==> config.mk <==
export PLATFORM = sky130hd
export DESIGN_NAME = bg_tile_fetcher
export DESIGN_NICKNAME = d
export VERILOG_FILES = /design/src/rtl/bg_tile_fetcher.sv
export SDC_FILE = /design/constraint.sdc
export NUM_CORES = 1
export LEC_CHECK = 0
export ABC_CLOCK_PERIOD_IN_PS = 5500
export CAP_MARGIN = 20
export CORE_MARGIN = 2
export CORE_UTILIZATION = 55
export CTS_CLUSTER_DIAMETER = 200
export DETAILED_ROUTE_END_ITERATION = 12
export PLACE_DENSITY = 0.78
export SLEW_MARGIN = 25
export SYNTH_ARGS = -nofsm -noshare
export SYNTH_HDL_FRONTEND = slang
export SYNTH_SLANG_ARGS = --single-unit
==> constraint.sdc <==
create_clock -name CLOCK_24 -period 5.5 [get_ports CLOCK_24]
set_input_delay 1.1 -clock CLOCK_24 [delete_from_list [all_inputs] [get_ports CLOCK_24]]
set_output_delay 1.1 -clock CLOCK_24 [all_outputs]
set_load 0.1 [all_outputs]
==> src/rtl/bg_tile_fetcher.sv <==
// rtl/bg_tile_fetcher.sv - background tile fetch and 16-bit pixel shift stage
//
// Purpose: on each line_start, fetches 34 tiles (nametable index, attribute
// byte, low and high bitplanes) and streams 256 four-bit palette indices
// per line to the pixel output stage over a valid/ready handshake.
//
// Ports:
//   CLOCK_24                       only clock
//   RESET                          asynchronous active-high reset
//   line_start                     one-cycle pulse, starts or restarts a line
//   line, fine_x, chr_table        line parameters, sampled on line_start
//   nt_addr / nt_data              nametable RAM read, data 1 cycle after address
//   chr_addr / chr_data            pattern ROM read, data 1 cycle after address
//   pix_valid, pix_ready           pixel handshake
//   pix_color                      {attr[1:0], hi_bit, lo_bit}
//   pix_x                          x coordinate of the presented pixel
//   line_done                      pulse after pixel 255 is accepted
module bg_tile_fetcher #(
    parameter int CHR_AW = 13,
    parameter int NT_AW  = 10
) (
    input  logic              CLOCK_24,
    input  logic              RESET,
    input  logic              line_start,
    input  logic [7:0]        line,
    input  logic [2:0]        fine_x,
    input  logic              chr_table,
    output logic [NT_AW-1:0]  nt_addr,
    input  logic [7:0]        nt_data,
    output logic [CHR_AW-1:0] chr_addr,
    input  logic [7:0]        chr_data,
    output logic              pix_valid,
    input  logic              pix_ready,
    output logic [3:0]        pix_color,
    output logic [7:0]        pix_x,
    output logic              line_done
);

    typedef enum logic [1:0] {S_IDLE, S_PREFETCH, S_RUN} state_t;

    state_t              r_state;
    state_t              w_state_nxt;

    logic [7:0]          r_line;
    logic [2:0]          r_fine_x;
    logic                r_chr_table;
    logic [4:0]          r_tile_x;
    logic [2:0]          r_step;
    logic [7:0]          r_pix_x;
    logic                r_fresh;
    logic [7:0]          r_tile;
    logic [1:0]          r_attr;
    logic [7:0]          r_lo;
    logic [7:0]          r_hi;
    logic [15:0]         r_lo_sh;
    logic [15:0]         r_hi_sh;
    logic [15:0]         r_at0_sh;
    logic [15:0]         r_at1_sh;
    logic [NT_AW-1:0]    r_nt_addr;
    logic [CHR_AW-1:0]   r_chr_addr;
    logic                r_line_done;

    logic                w_accept;
    logic                w_advance;
    logic                w_last;
    logic                w_load;
    logic [3:0]          w_bit;
    logic [4:0]          w_tile_x_nxt;
    logic [7:0]          w_attr_byte;

    // Prefetch loads append the new tile below the previous one; in RUN the
    // shifter moves left one bit per accept and the new tile lands in the
    // freshly vacated low byte.
    function automatic logic [15:0] sh_next(input logic [15:0] sh,
                                            input logic [7:0]  new_byte,
                                            input logic        shift,
                                            input logic        load);
        logic [15:0] v;
        v = shift ? {sh[14:0], 1'b0} : sh;
        if (load) begin
            v = shift ? {sh[14:7], new_byte} : {sh[7:0], new_byte};
        end
        return v;
    endfunction

    always_ff @(posedge CLOCK_24 or posedge RESET) begin
        if (RESET) begin
            r_state <= S_IDLE;
        end else begin
            r_state <= w_state_nxt;
        end
    end

    always_comb begin
        w_state_nxt = r_state;
        w_accept    = 1'b0;
        w_advance   = 1'b0;
        w_last      = 1'b0;
        case (r_state)
            S_PREFETCH: begin
                w_advance = 1'b1;
                if (r_step == 3'd7 && r_tile_x == 5'd1) begin
                    w_state_nxt = S_RUN;
                end
            end
            S_RUN: begin
                w_accept  = pix_ready;
                w_advance = pix_ready;
                w_last    = pix_ready && (r_pix_x == 8'd255);
                if (w_last) begin
                    w_state_nxt = S_IDLE;
                end
            end
            default: ;
        endcase
        // A new line_start wins over everything, including a final accept.
        if (line_start) begin
            w_state_nxt = S_PREFETCH;
            w_accept    = 1'b0;
            w_advance   = 1'b0;
            w_last      = 1'b0;
        end
    end

    assign w_load       = (r_step == 3'd7);
    assign w_tile_x_nxt = r_tile_x + 5'd1;
    assign w_attr_byte  = nt_data >> {r_line[4], r_tile_x[1], 1'b0};

    always_ff @(posedge CLOCK_24 or posedge RESET) begin
        if (RESET) begin
            r_line      <= '0;
            r_fine_x    <= '0;
            r_chr_table <= 1'b0;
            r_tile_x    <= '0;
            r_step      <= '0;
            r_pix_x     <= '0;
            r_fresh     <= 1'b0;
            r_tile      <= '0;
            r_attr      <= '0;
            r_lo        <= '0;
            r_hi        <= '0;
            r_lo_sh     <= '0;
            r_hi_sh     <= '0;
            r_at0_sh    <= '0;
            r_at1_sh    <= '0;
            r_nt_addr   <= '0;
            r_chr_addr  <= '0;
            r_line_done <= 1'b0;
        end else begin
            r_line_done <= w_last;
            // Memory data reflects the address of the previous cycle, which is
            // the previous step's address only on the first cycle of a step.
            // Capturing there alone keeps stalled steps from picking up data
            // for the address that the current step already presents.
            r_fresh     <= line_start | w_advance;
            if (line_start) begin
                r_line      <= line;
                r_fine_x    <= fine_x;
                r_chr_table <= chr_table;
                r_tile_x    <= '0;
                r_step      <= '0;
                r_pix_x     <= '0;
                r_nt_addr   <= NT_AW'({line[7:3], 5'd0});
            end else begin
                if (r_fresh && r_state != S_IDLE) begin
                    case (r_step)
                        3'd1:    r_tile <= nt_data;
                        3'd2:    r_attr <= w_attr_byte[1:0];
                        3'd4:    r_lo   <= chr_data;
                        3'd6:    r_hi   <= chr_data;
                        default: ;
                    endcase
                end
                if (w_advance) begin
                    r_step <= r_step + 3'd1;
                    case (r_step)
                        3'd0: r_nt_addr  <= NT_AW'(10'h3C0 + {4'd0, r_line[7:5], r_tile_x[4:2]});
                        3'd2: r_chr_addr <= CHR_AW'({r_chr_table, r_tile, 1'b0, r_line[2:0]});
                        3'd3: r_chr_addr <= r_chr_addr + CHR_AW'(8);
                        3'd7: begin
                            r_tile_x  <= w_tile_x_nxt;
                            r_nt_addr <= NT_AW'({r_line[7:3], w_tile_x_nxt});
                        end
                        default: ;
                    endcase
                    r_lo_sh  <= sh_next(r_lo_sh,  r_lo,             w_accept, w_load);
                    r_hi_sh  <= sh_next(r_hi_sh,  r_hi,             w_accept, w_load);
                    r_at0_sh <= sh_next(r_at0_sh, {8{r_attr[0]}},   w_accept, w_load);
                    r_at1_sh <= sh_next(r_at1_sh, {8{r_attr[1]}},   w_accept, w_load);
                end
                if (w_accept) begin
                    r_pix_x <= r_pix_x + 8'd1;
                end
            end
        end
    end

    assign w_bit     = 4'd15 - {1'b0, r_fine_x};
    assign pix_valid = (r_state == S_RUN);
    assign pix_color = pix_valid ? {r_at1_sh[w_bit], r_at0_sh[w_bit], r_hi_sh[w_bit], r_lo_sh[w_bit]}
                                 : 4'd0;
    assign pix_x     = r_pix_x;
    assign nt_addr   = r_nt_addr;
    assign chr_addr  = r_chr_addr;
    assign line_done = r_line_done;

endmodule

* Yosys cells after proc, flatten, opt, wreduce, memory -nomap -nowiden
Cells that the tools add are included.
** Word-level totals
- Bits in registers :: 145
- Input bits :: 32
- Output and inout bits :: 37
- Logic and storage cells :: 104
** Operators by class
- Add/subtract/negate cells :: 6
- $lt $le $gt $ge :: 1
- Equal/unequal tests :: 12
- Shifts and indexed selects :: 1
- Multiplexer cells :: 42
- Bitwise logic cells :: 2
- Reductions and logical operators :: 21
** Operators by type and width (number)
- $mux W16 :: 12
- $pmux W13 S2 :: 1
- $reduce_and A3 Y1 :: 7
- $mux W10 :: 2
- $pmux W10 S2 :: 1
- $bmux W1 S4 :: 4
- $mux W8 :: 2
- $mux W5 :: 3
- $add A13 B4 Y13 const B :: 1
- $reduce_bool A2 Y1 :: 6
- $eq A3 B3 Y1 const B :: 3
- $mux W1 :: 9
- $add A7 B7 Y8 const A :: 1
- $add A8 B1 Y8 const B :: 1
- $eq A8 B8 Y1 const B :: 1
- $shr A8 B3 Y2 :: 1
- $eq A3 B2 Y1 const B :: 2
- $mux W2 :: 3
- $mux W3 :: 2
- $reduce_bool A3 Y1 :: 2
- $add A5 B1 Y5 const B :: 1
- $eq A5 B1 Y1 const B :: 1
- $lt A4 B5 Y1 const B :: 1
- $mux W4 :: 1
- other kinds (14) :: 17

* Depth between registers and ports, before layout
Gate-level depths: netlist of the first run.
- Depth after elaboration :: 5
- Depth in mapped cells :: 9
- Depth with buffers taken out :: 6

* Worst setup path after synthesis of the first run
No wires, ideal clock.
- Path type :: register to output
- From :: register r_state[0]
- To :: output port pix_color[0]
- Arrival time :: 2988 ps
- Required time :: 4400 ps
- Slack :: 1412 ps
- Cell stages (with the launch flop) :: 5
- Buffers on the path :: 1
- Path through :: dfrtp_1 > inv_1 > ha_1 > clkbuf_2 > nor2b_1
** Between the ends
- Word-level cells in the longest chain between the ends :: 2
** RTL lines
- start: declaration :: RTL line 41 : state_t r_state;
- start signal: assignment :: RTL line 90 : r_state <= w_state_nxt;
- $eq A2 B2 Y1 :: RTL line 199 : assign pix_valid = (r_state == S_RUN);
- net pix_valid :: RTL line 32 : output logic pix_valid,
- $mux W4 :: RTL line 200 : assign pix_color = pix_valid ? {r_at1_sh[w_bit], r_at0_sh[w_bit], r_hi_sh[w_bit], r_lo_sh[w_bit]}
- end: declaration :: RTL line 34 : output logic [3:0] pix_color,
The timed path passes the listed nets, and every way through them passes these cells.

* Final worst setup path of the first run
- From :: register r_state[0]
- To :: output port pix_color[1]
** Between the ends
- Word-level cells in the longest chain between the ends :: 2
** RTL lines (RTL line)
- $eq A2 B2 Y1 :: 199
- $mux W4 :: 200
Every way passes these cells.

==> flow_metrics.tcl, run 1 <==
set metrics [dict create \
    drc 0 \
    relSlewSlack_pct 33.8 \
    rows 41 \
    setup_viol_count_final 0 \
    dieWidth_um 117 \
    core_sq_mm 0.0126 \
    synth_fp_nets 662 \
    critPathRequiredTime_ns 4.40 \
    fin_util_pct 66.2 \
    post-route-min-period_ns 3.96 \
    grt_pass1_vias 4843 \
    drive_above_1_share_pct 15.0 \
    ys_warn_count 0 \
    synth.most_common_cell "dfrtp_1" \
    synthTopCellsByCount "145 x dfrtp_1, 67 x mux2i_1, 58 x nand2_1, 47 x a21oi_1" \
    crit_arrival_ns 2.86 \
    timing.final.max_slew_violations 0 \
    finalInstanceArea_sq_mm 0.00832 \
    synth.cell_area_sq_mm 0.00705 \
    htree_levels 4 \
    clkTransAtPathRegs_ns 0.06 \
    synth_cell_types 49 \
    timing.rr.start "r_step[1]$_DFFE_PP0P_" \
    combPwrFrac_pct 23.5 \
    finalSetupTns_ns 0 \
    worstHoldStart "r_lo_sh[15]$_DFFE_PP0P_" \
    power.leakage_nw 3.67 \
    cts_resized 0 \
    tightest_slew_ns 0.990 \
    grt_max_degree 120 \
    grt_setup_unrepaired "false" \
    status "finished clean" \
    pwr-share-clk_pct 34.8 \
    worstPathMaxFanout 13 \
    holdWs_ns 0.487 \
    synth_top_area_share_pct 51.5 \
    place_ws_ns 1.93 \
    hpwl_mm 9.40 \
    numPortBuffers 68 \
    synthCells 617 \
    end_kind "output pin" \
    start_util_pct 56.1 \
    clock-sinks 145 \
    synth_area_per_cell_sq_um 11.4 \
    worstPathCellList "inv_1 -> ha_1 -> nor2b_1 -> clkdlybuf4s50_1" \
    p_sw_share_pct 33.7 \
    cts_hold_buffers 0 \
    placed_cell_area_sq_mm 0.00773 \
    synth-async-reset-ratio_pct 100 \
    worst-path-buf-inv 2 \
    r2r_cells 7 \
    cts_tree "yes" \
    ios 69 \
    path_depth 4 \
    grt.total_usage_pct 22.9 \
    slowest_delay_ns 1.16 \
    finalClockSkew_ns 0.00971 \
    die_h_um 117 \
    antenna_found_initial 0 \
    gp_congestion 0.798 \
    grt_pass1_wl_mm 24.3 \
    min_path_type "reg -> reg" \
    synthToLayoutAreaGrowth_pct 18.0 \
    dieArea_sq_mm 0.0137 \
    ant_nets 0 \
    critPathSlowestCell "clkdlybuf4s50_1" \
    finalCritPeriodShare_pct 72.0 \
    synthFlopType "dfrtp_1" \
    seqPwrFrac_pct 41.7 \
    min_path_cells 2 \
    fmax_mhz 252 \
    crit_family "buffers and inverters" \
    synthTopCellsByArea "dfrtp_1 51%, mux2i_1 9.5%, mux2_2 7.0%" \
    cellInternalPower_w 0.00220 \
    hold_viol_final 0 \
    dr.pass1.iters 5 \
    cts.path.max_buffers 2 \
    synth_area_leader_cell "dfrtp_1" \
    p_switching_w 0.00112 \
    synth-seq-cells 145 \
    power_density_mw_per_mm2 398 \
    wl_per_cell_um 16.9 \
    final_net_count 712 \
    synth_edf_count 0 \
    clk_latency_ns 0.42 \
    cts-root-buf "clkbuf_16" \
    post-cts-setup-buffer-count 0 \
    wl_mm 14.4 \
    dr.first_iter.drc_count 349 \
    cts_buffers 17 \
    setup_ws_ns 1.54 \
    irDropWorstVdd_uv 253 \
    crit_path_start_kind "register" \
    crit_type "reg -> out" \
    grt.overflow.total 0 \
    diodes 0 \
    avgViaCountPerCell 5.74 \
    crit_start "r_state[0]$_DFFE_PP0P_" \
    vias 4887 \
    cap_violations 0 \
    ys_seq_area_share_pct 51.5 \
]
-- power groups by stage --
| stage | clock, W | combinational [W] | sequential [W] |
|---|---|---|---|
| finish | 0.00115 | 0.000780 | 0.00138 |
| global route | 0.00121 | 0.000821 | 0.00141 |
| CTS | 0.00116 | 0.000787 | 0.00138 |
| detailed placement | 0 | 0.000779 | 0.00140 |
| global placement | 0 | 0.000762 | 0.00139 |
| floorplan | 0 | 0.000266 | 0.00170 |
-- cells by family after synthesis --
group	count (synthesis)	synth area share, %
buffers and inverters	52	4.33
AO/OA/AOI/OAI	120	9.94
XOR/XNOR	13	1.62
multiplexers	121	19.7
AND/OR/NAND/NOR	153	10.6
flip-flops	145	51.5
adder cells (fa/ha/maj)	13	2.31
-- stage by stage --
step | cells | total power [W]
final | 851 | 0.00331
after global routing | 851 | 0.00344
after CTS | 851 | 0.00333
after detailed placement | 820 | 0.00218
after global placement | 820 | 0.00215
after floorplan | 617 | 0.00196
-- cell usage in the layout, fill, tap and decap left out, types with 9 or more instances in the layout --
| cell type | count |
|---|---|
| mux2_2 | 44 |
| mux2i_1 | 67 |
| mux4_2 | 10 |
| o21ai_1 | 18 |
| nand2_1 | 58 |
| ha_1 | 12 |
| a21oi_1 | 46 |
| nor2_1 | 44 |
| o21ai_0 | 25 |
| clkdlybuf4s50_1 | 67 |
| nand4_1 | 9 |
| clkbuf_16 | 17 |
| inv_1 | 9 |
| dfrtp_1 | 145 |
-- flip-flops by register name, summed over array words and instances (netlist names), 10 cells and up --
signal	cells
r_at0_sh	16
r_at1_sh	16
r_hi_sh	16
r_lo_sh	16
chr_addr	13
nt_addr	10
-- worst paths after layout --
| kind | endpoint | slack [ns] |
|---|---|---|
| min in group asynchronous | r_at1_sh[11]$_DFFE_PP0P_ | 1.24 |
| worst min-delay path | r_lo_sh[15]$_DFFE_PP0P_ | 0.49 |
| worst min register to register | r_lo_sh[15]$_DFFE_PP0P_ | 0.49 |
| worst max register to register | r_at1_sh[0]$_DFFE_PP0P_ | 2.48 |
| worst max-delay path | pix_color[1] | 1.54 |
| max in group asynchronous | r_hi_sh[13]$_DFFE_PP0P_ | 3.37 |
-- final cells by class --
type	count	area, sq um
inverter	10	45.0
clock buffer	21	450
timing repair buffer	73	713
fill	930	4250
clock inverter	10	136
tap	172	215
multi-input combinational	420	3130
sequential	145	3630
-- worst reg2reg max path: stages (launching register included) --
cell and delay (ns):
dfrtp_1 0.45, ha_1 0.22, ha_2 0.73, buf_4 0.44, nand2_1 0.22, a21o_1 0.22, buf_4 0.30, a22o_1 0.32
-- layer usage --
layer / GRT usage [%] / share of wire [%]
met5: 0 / 0
met4: 10.0 / 2.0
met3: 4.89 / 4.8
met2: 35.5 / 48
met1: 31.5 / 45
No activity file was read; power rests on OpenSTA's default activity.
==> inputs of run 2 (changes only) <==
--- a/config.mk
+++ b/config.mk
@@ -5,7 +5,7 @@
 export SDC_FILE = /design/constraint.sdc
 export NUM_CORES = 1
 export LEC_CHECK = 0
-export ABC_CLOCK_PERIOD_IN_PS = 5500
+export ABC_CLOCK_PERIOD_IN_PS = 4000
 export CAP_MARGIN = 20
 export CORE_MARGIN = 2
 export CORE_UTILIZATION = 55
==> constraint.sdc (replaced) <==
create_clock -name CLOCK_24 -period 4 [get_ports CLOCK_24]
set_input_delay 0.8 -clock CLOCK_24 [delete_from_list [all_inputs] [get_ports CLOCK_24]]
set_output_delay 0.8 -clock CLOCK_24 [all_outputs]
set_load 0.1 [all_outputs]
==> flow_metrics.tcl, run 2 (synthesis gave the netlist of run 1 again) <==
set metrics [dict create \
    clk_latency_ns 0.43 \
    cts.path.max_buffers 2 \
    finalInstanceArea_sq_mm 0.00840 \
    ios 69 \
    fin_util_pct 66.9 \
    irDropWorstVdd_uv 381 \
    min_path_type "reg -> reg" \
    crit_type "reg -> out" \
    grt_max_degree 69 \
    rows 41 \
    worstPathCellList "mux4_2 -> mux2i_1 -> nor2b_1 -> buf_4" \
    drive_above_1_share_pct 16.4 \
    worstPathMaxFanout 9 \
    register_area_sq_mm 0.00363 \
    crit_arrival_ns 2.16 \
    vias 4884 \
    total_power_w 0.00468 \
    cts_hold_buffers 0 \
    critPathRequiredTime_ns 3.20 \
    end_kind "output pin" \
    wl_per_cell_um 17.2 \
    dr.pass1.iters 4 \
    fmax_mhz 337 \
    grt.total_usage_pct 23.5 \
    grt.overflow.total 0 \
    clock-sinks 145 \
    placed_cells 822 \
    crit_path_start_kind "register" \
    start_util_pct 56.1 \
    hold_viol_final 0 \
    cts-root-buf "clkbuf_16" \
    core_sq_mm 0.0126 \
    power.leakage_nw 3.73 \
    setup_viol_count_final 0 \
    avgViaCountPerCell 5.71 \
    timing.final.max_slew_violations 0 \
    crit_family "multiplexers" \
    post-route-min-period_ns 2.96 \
    grt_setup_unrepaired "false" \
    critPathSlowestCell "dfrtp_1" \
    antenna_found_initial 0 \
    power_density_mw_per_mm2 557 \
    cts_tree "yes" \
    finalCritPeriodShare_pct 74.1 \
    synthToLayoutAreaGrowth_pct 19.2 \
    multi_input_area_sq_mm 0.00313 \
    grt_pass1_wl_mm 24.8 \
    final_net_count 715 \
    grt_pass1_vias 5056 \
    slowest_delay_ns 0.70 \
    dr.first_iter.drc_count 311 \
    htree_levels 4 \
    finalClockSkew_ns 0.00778 \
    post-cts-setup-buffer-count 0 \
    clkTransAtPathRegs_ns 0.06 \
    diodes 0 \
    finalSetupTns_ns 0 \
    drc 0 \
    status "finished clean" \
    tightest_slew_ns 0.991 \
    worst-path-buf-inv 1 \
    hpwl_mm 9.73 \
    die_h_um 117 \
    dieWidth_um 117 \
    gp_congestion 0.781 \
    n_fill_cell 932 \
    wl_mm 14.7 \
    cap_violations 0 \
    relSlewSlack_pct 33.7 \
    dieArea_sq_mm 0.0137 \
    numPortBuffers 68 \
    placed_cell_area_sq_mm 0.00774 \
    cts_buffers 17 \
    final_cell_mix "145 x dfrtp_1, 67 x mux2i_1, 62 x clkdlybuf4s50_1, 58 x nand2_1, 46 x a21oi_1" \
    fin_cells 855 \
    cts_resized 0 \
    layout_commonest_cell "dfrtp_1" \
    ant_nets 0 \
]
-- run 2: final timing paths --
kind | start | to | slack [ns] | depth (start not counted)
setup reg to reg | r_step[1]$_DFFE_PP0P_ | nt_addr[5]$_DFFE_PP0P_ | 1.24 | 5
hold reg to reg | r_lo_sh[15]$_DFFE_PP0P_ | r_lo_sh[15]$_DFFE_PP0P_ | 0.48 | 2
min in group asynchronous | RESET | r_hi_sh[1]$_DFFE_PP0P_ | 0.72 | 2
setup / recovery | r_fine_x[0]$_DFFE_PP0P_ | pix_color[1] | 1.04 | 4
max in group asynchronous | RESET | nt_addr[7]$_DFFE_PP0P_ | 2.42 | 4
hold / removal | r_lo_sh[15]$_DFFE_PP0P_ | r_lo_sh[15]$_DFFE_PP0P_ | 0.48 | 2
-- run 2: final cells by class --
| class | instances | area share, % |
|---|---|---|
| clock buffers | 23 | 5.81 |
| well taps | 172 | 2.56 |
| repair buffers | 76 | 8.90 |
| multi-input cells | 420 | 37.2 |
| flip-flops and latches | 145 | 43.2 |
| inverters | 10 | 0.491 |
| clock inverters | 9 | 1.82 |
-- run 2: metrics by stage --
step	worst slack (ns)	hold slack [ns]
after floorplan	0.212	0.445
after global placement	1.14	0.460
after detailed placement	0.986	0.471
after CTS	0.972	0.484
after global routing	0.902	0.513
final	1.04	0.482
-- run 2: worst min-delay path, delay by kind of cell (launching register included) --
kind / cells / cell delay, ns
simple gates: 1 / 0.05
flops: 1 / 0.34
compound gates: 1 / 0.06
-- run 2: metal layers --
layer	track usage [%]	up-vias	part of all wire, %
met5	0	-	0
met4	8.47	0	1.8
met2	38.3	112	50
li1	-	2299	-
met3	5.15	24	3.4
met1	31.2	2449	45
-- run 2: power by group --
part / leakage (nW) / switching (W) / internal [W]
logic: 1.52 / 0.000729 / 0.000351
registers: 1.90 / 0.000218 / 0.00169
clock network: 0.305 / 0.000592 / 0.00111
total: 3.73 / 0.00154 / 0.00314
==> inputs of run 3 (changes only) <==
--- a/config.mk
+++ b/config.mk
@@ -5,7 +5,7 @@
 export SDC_FILE = /design/constraint.sdc
 export NUM_CORES = 1
 export LEC_CHECK = 0
-export ABC_CLOCK_PERIOD_IN_PS = 4000
+export ABC_CLOCK_PERIOD_IN_PS = 3060
 export CAP_MARGIN = 20
 export CORE_MARGIN = 2
 export CORE_UTILIZATION = 55
==> constraint.sdc (replaced) <==
create_clock -name CLOCK_24 -period 3.06 [get_ports CLOCK_24]
set_input_delay 0.612 -clock CLOCK_24 [delete_from_list [all_inputs] [get_ports CLOCK_24]]
set_output_delay 0.612 -clock CLOCK_24 [all_outputs]
set_load 0.1 [all_outputs]
==> flow_metrics.tcl, run 3 (synthesis gave the netlist of run 1 again) <==
set metrics [dict create \
    drive_above_1_share_pct 21.5 \
    synthToLayoutAreaGrowth_pct 17.3 \
    cp-endpoint "pix_color[2]" \
    status "finished clean" \
    numPortBuffers 68 \
    path_depth 4 \
    r2r-end "nt_addr[3]$_DFFE_PP0P_" \
    clkTransAtPathRegs_ns 0.06 \
    cts_buffers 17 \
    post-cts-setup-buffer-count 0 \
    combPwrFrac_pct 23.6 \
    worstPathCellList "mux4_2 -> mux2i_1 -> nor2b_2 -> buf_4" \
    ant_nets 0 \
    antenna_found_initial 0 \
    htree_levels 4 \
    core_sq_mm 0.0126 \
    vias 4924 \
    grt.total_usage_pct 23.4 \
    crit_type "reg -> out" \
    tightest_slew_ns 0.898 \
    critPathSlowestCell "dfrtp_1" \
    min_path_type "reg -> reg" \
    grt_setup_unrepaired "false" \
    finalSetupTns_ns 0 \
    seqPwrFrac_pct 42.6 \
    crit_arrival_ns 2.15 \
    crit_path_start_kind "register" \
    fmax_mhz 363 \
    relSlewSlack_pct 40.1 \
    grt_pass1_wl_mm 24.4 \
    cts_resized 0 \
    dr.pass1.iters 5 \
    irDropWorstVdd_uv 468 \
    worstPathMaxFanout 9 \
    clock-sinks 145 \
    avgViaCountPerCell 5.75 \
    p_switching_w 0.00197 \
    dieArea_sq_mm 0.0137 \
    r2r_cells 7 \
    final_cell_mix "145 x dfrtp_1, 67 x mux2i_1, 58 x nand2_1, 46 x a21oi_1, 45 x buf_4" \
    holdWs_ns 0.485 \
    hpwl_mm 10.2 \
    p_sw_share_pct 33.8 \
    wl_mm 14.9 \
    placed_cell_area_sq_mm 0.00771 \
    grt_pass1_vias 4838 \
    clk_latency_ns 0.43 \
    finalClockSkew_ns 0.00632 \
    regToRegSetupSlack_ns 0.78 \
    crit_family "multiplexers" \
    cellInternalPower_w 0.00385 \
    power_density_mw_per_mm2 703 \
    cap_violations 0 \
    gp_congestion 0.830 \
    total_power_w 0.00582 \
    end_kind "output pin" \
    fin_util_pct 65.8 \
    grt_max_degree 109 \
    finalCritPeriodShare_pct 90.1 \
    cts.path.max_buffers 2 \
    finalInstanceArea_sq_mm 0.00827 \
    timing.rr.start "r_step[1]$_DFFE_PP0P_" \
    rows 41 \
    grt.overflow.total 0 \
    power.leakage_nw 3.75 \
    cts-root-buf "clkbuf_16" \
    layout_commonest_cell "dfrtp_1" \
    ios 69 \
    setup_viol_count_final 0 \
    wl_per_cell_um 17.4 \
    dieWidth_um 117 \
    die_h_um 117 \
    post-route-min-period_ns 2.76 \
    worst-path-buf-inv 1 \
    start_util_pct 56.1 \
    pwr-share-clk_pct 33.8 \
    cts_hold_buffers 0 \
    timing.final.max_slew_violations 0 \
    dr.first_iter.drc_count 346 \
    critPathRequiredTime_ns 2.45 \
    crit_start "r_fine_x[0]$_DFFE_PP0P_" \
    drc 0 \
    slowest_delay_ns 0.66 \
    cts_tree "yes" \
    diodes 0 \
    hold_viol_final 0 \
    final_net_count 717 \
]
run 3: cell count changes in the layout (fill, tap and decap cells not counted), sizes merged:
cell / before / now
clkbuf: 23 / 27
clkdlybuf4s50: 62 / 30
buf: 14 / 48
bufinv: 4 / 1
clkinvlp: 4 / 1
clkinv: 2 / 4
run 3: layer usage:
| metal | vias to the layer above | wire length (um) | global-route usage (%) |
|---|---|---|---|
| met4 | 0 | 362 | 9.65 |
| met3 | 24 | 635 | 4.48 |
| met1 | 2480 | 6520 | 31.1 |
| met5 | - | 0 | 0 |
| li1 | 2298 | - | - |
| met2 | 122 | 7410 | 38.0 |
run 3: stage by stage:
step                      instances  worst slack [ns]
after detailed placement        825             0.712
after floorplan                 617           -0.0214
final                           857             0.302
after global placement          825             0.749
after global routing            857             0.158
after CTS                       857             0.261
run 3: area by class of cell:
| class | count | area [sq um] |
|---|---|---|
| fill | 966 | 4300 |
| clock inverter | 5 | 50.0 |
| tap | 172 | 215 |
| inverter | 10 | 41.3 |
| multi-input combinational | 420 | 3140 |
| sequential | 145 | 3630 |
| timing repair buffer | 78 | 683 |
| clock buffer | 27 | 513 |
run 3: tightest hold or removal path: stages (launching register included):
cell	delay, ns
dfrtp_1	0.34
nand2_1	0.05
o21ai_0	0.06
run 3: worst min path at each step:
| stage | from | to | slack (ns) | depth (start not counted) |
|---|---|---|---|---|
| floorplan | r_at1_sh[15]$_DFFE_PP0P_ | r_at1_sh[15]$_DFFE_PP0P_ | 0.45 | 2 |
| global placement | r_at1_sh[15]$_DFFE_PP0P_ | r_at1_sh[15]$_DFFE_PP0P_ | 0.47 | 2 |
| detailed placement | r_at1_sh[15]$_DFFE_PP0P_ | r_at1_sh[15]$_DFFE_PP0P_ | 0.47 | 2 |
| CTS | nt_addr[7]$_DFFE_PP0P_ | nt_addr[7]$_DFFE_PP0P_ | 0.49 | 1 |
| global route | nt_addr[8]$_DFFE_PP0P_ | nt_addr[8]$_DFFE_PP0P_ | 0.51 | 1 |
| finish | r_lo_sh[15]$_DFFE_PP0P_ | r_lo_sh[15]$_DFFE_PP0P_ | 0.49 | 2 |
run 3: power groups by stage:
stage | Clock (W) | Combinational (W) | Sequential (W)
floorplan | 0 | 0.000479 | 0.00305
global placement | 0 | 0.00135 | 0.00249
detailed placement | 0 | 0.00138 | 0.00251
CTS | 0.00199 | 0.00138 | 0.00247
global route | 0.00209 | 0.00145 | 0.00252
finish | 0.00197 | 0.00137 | 0.00248
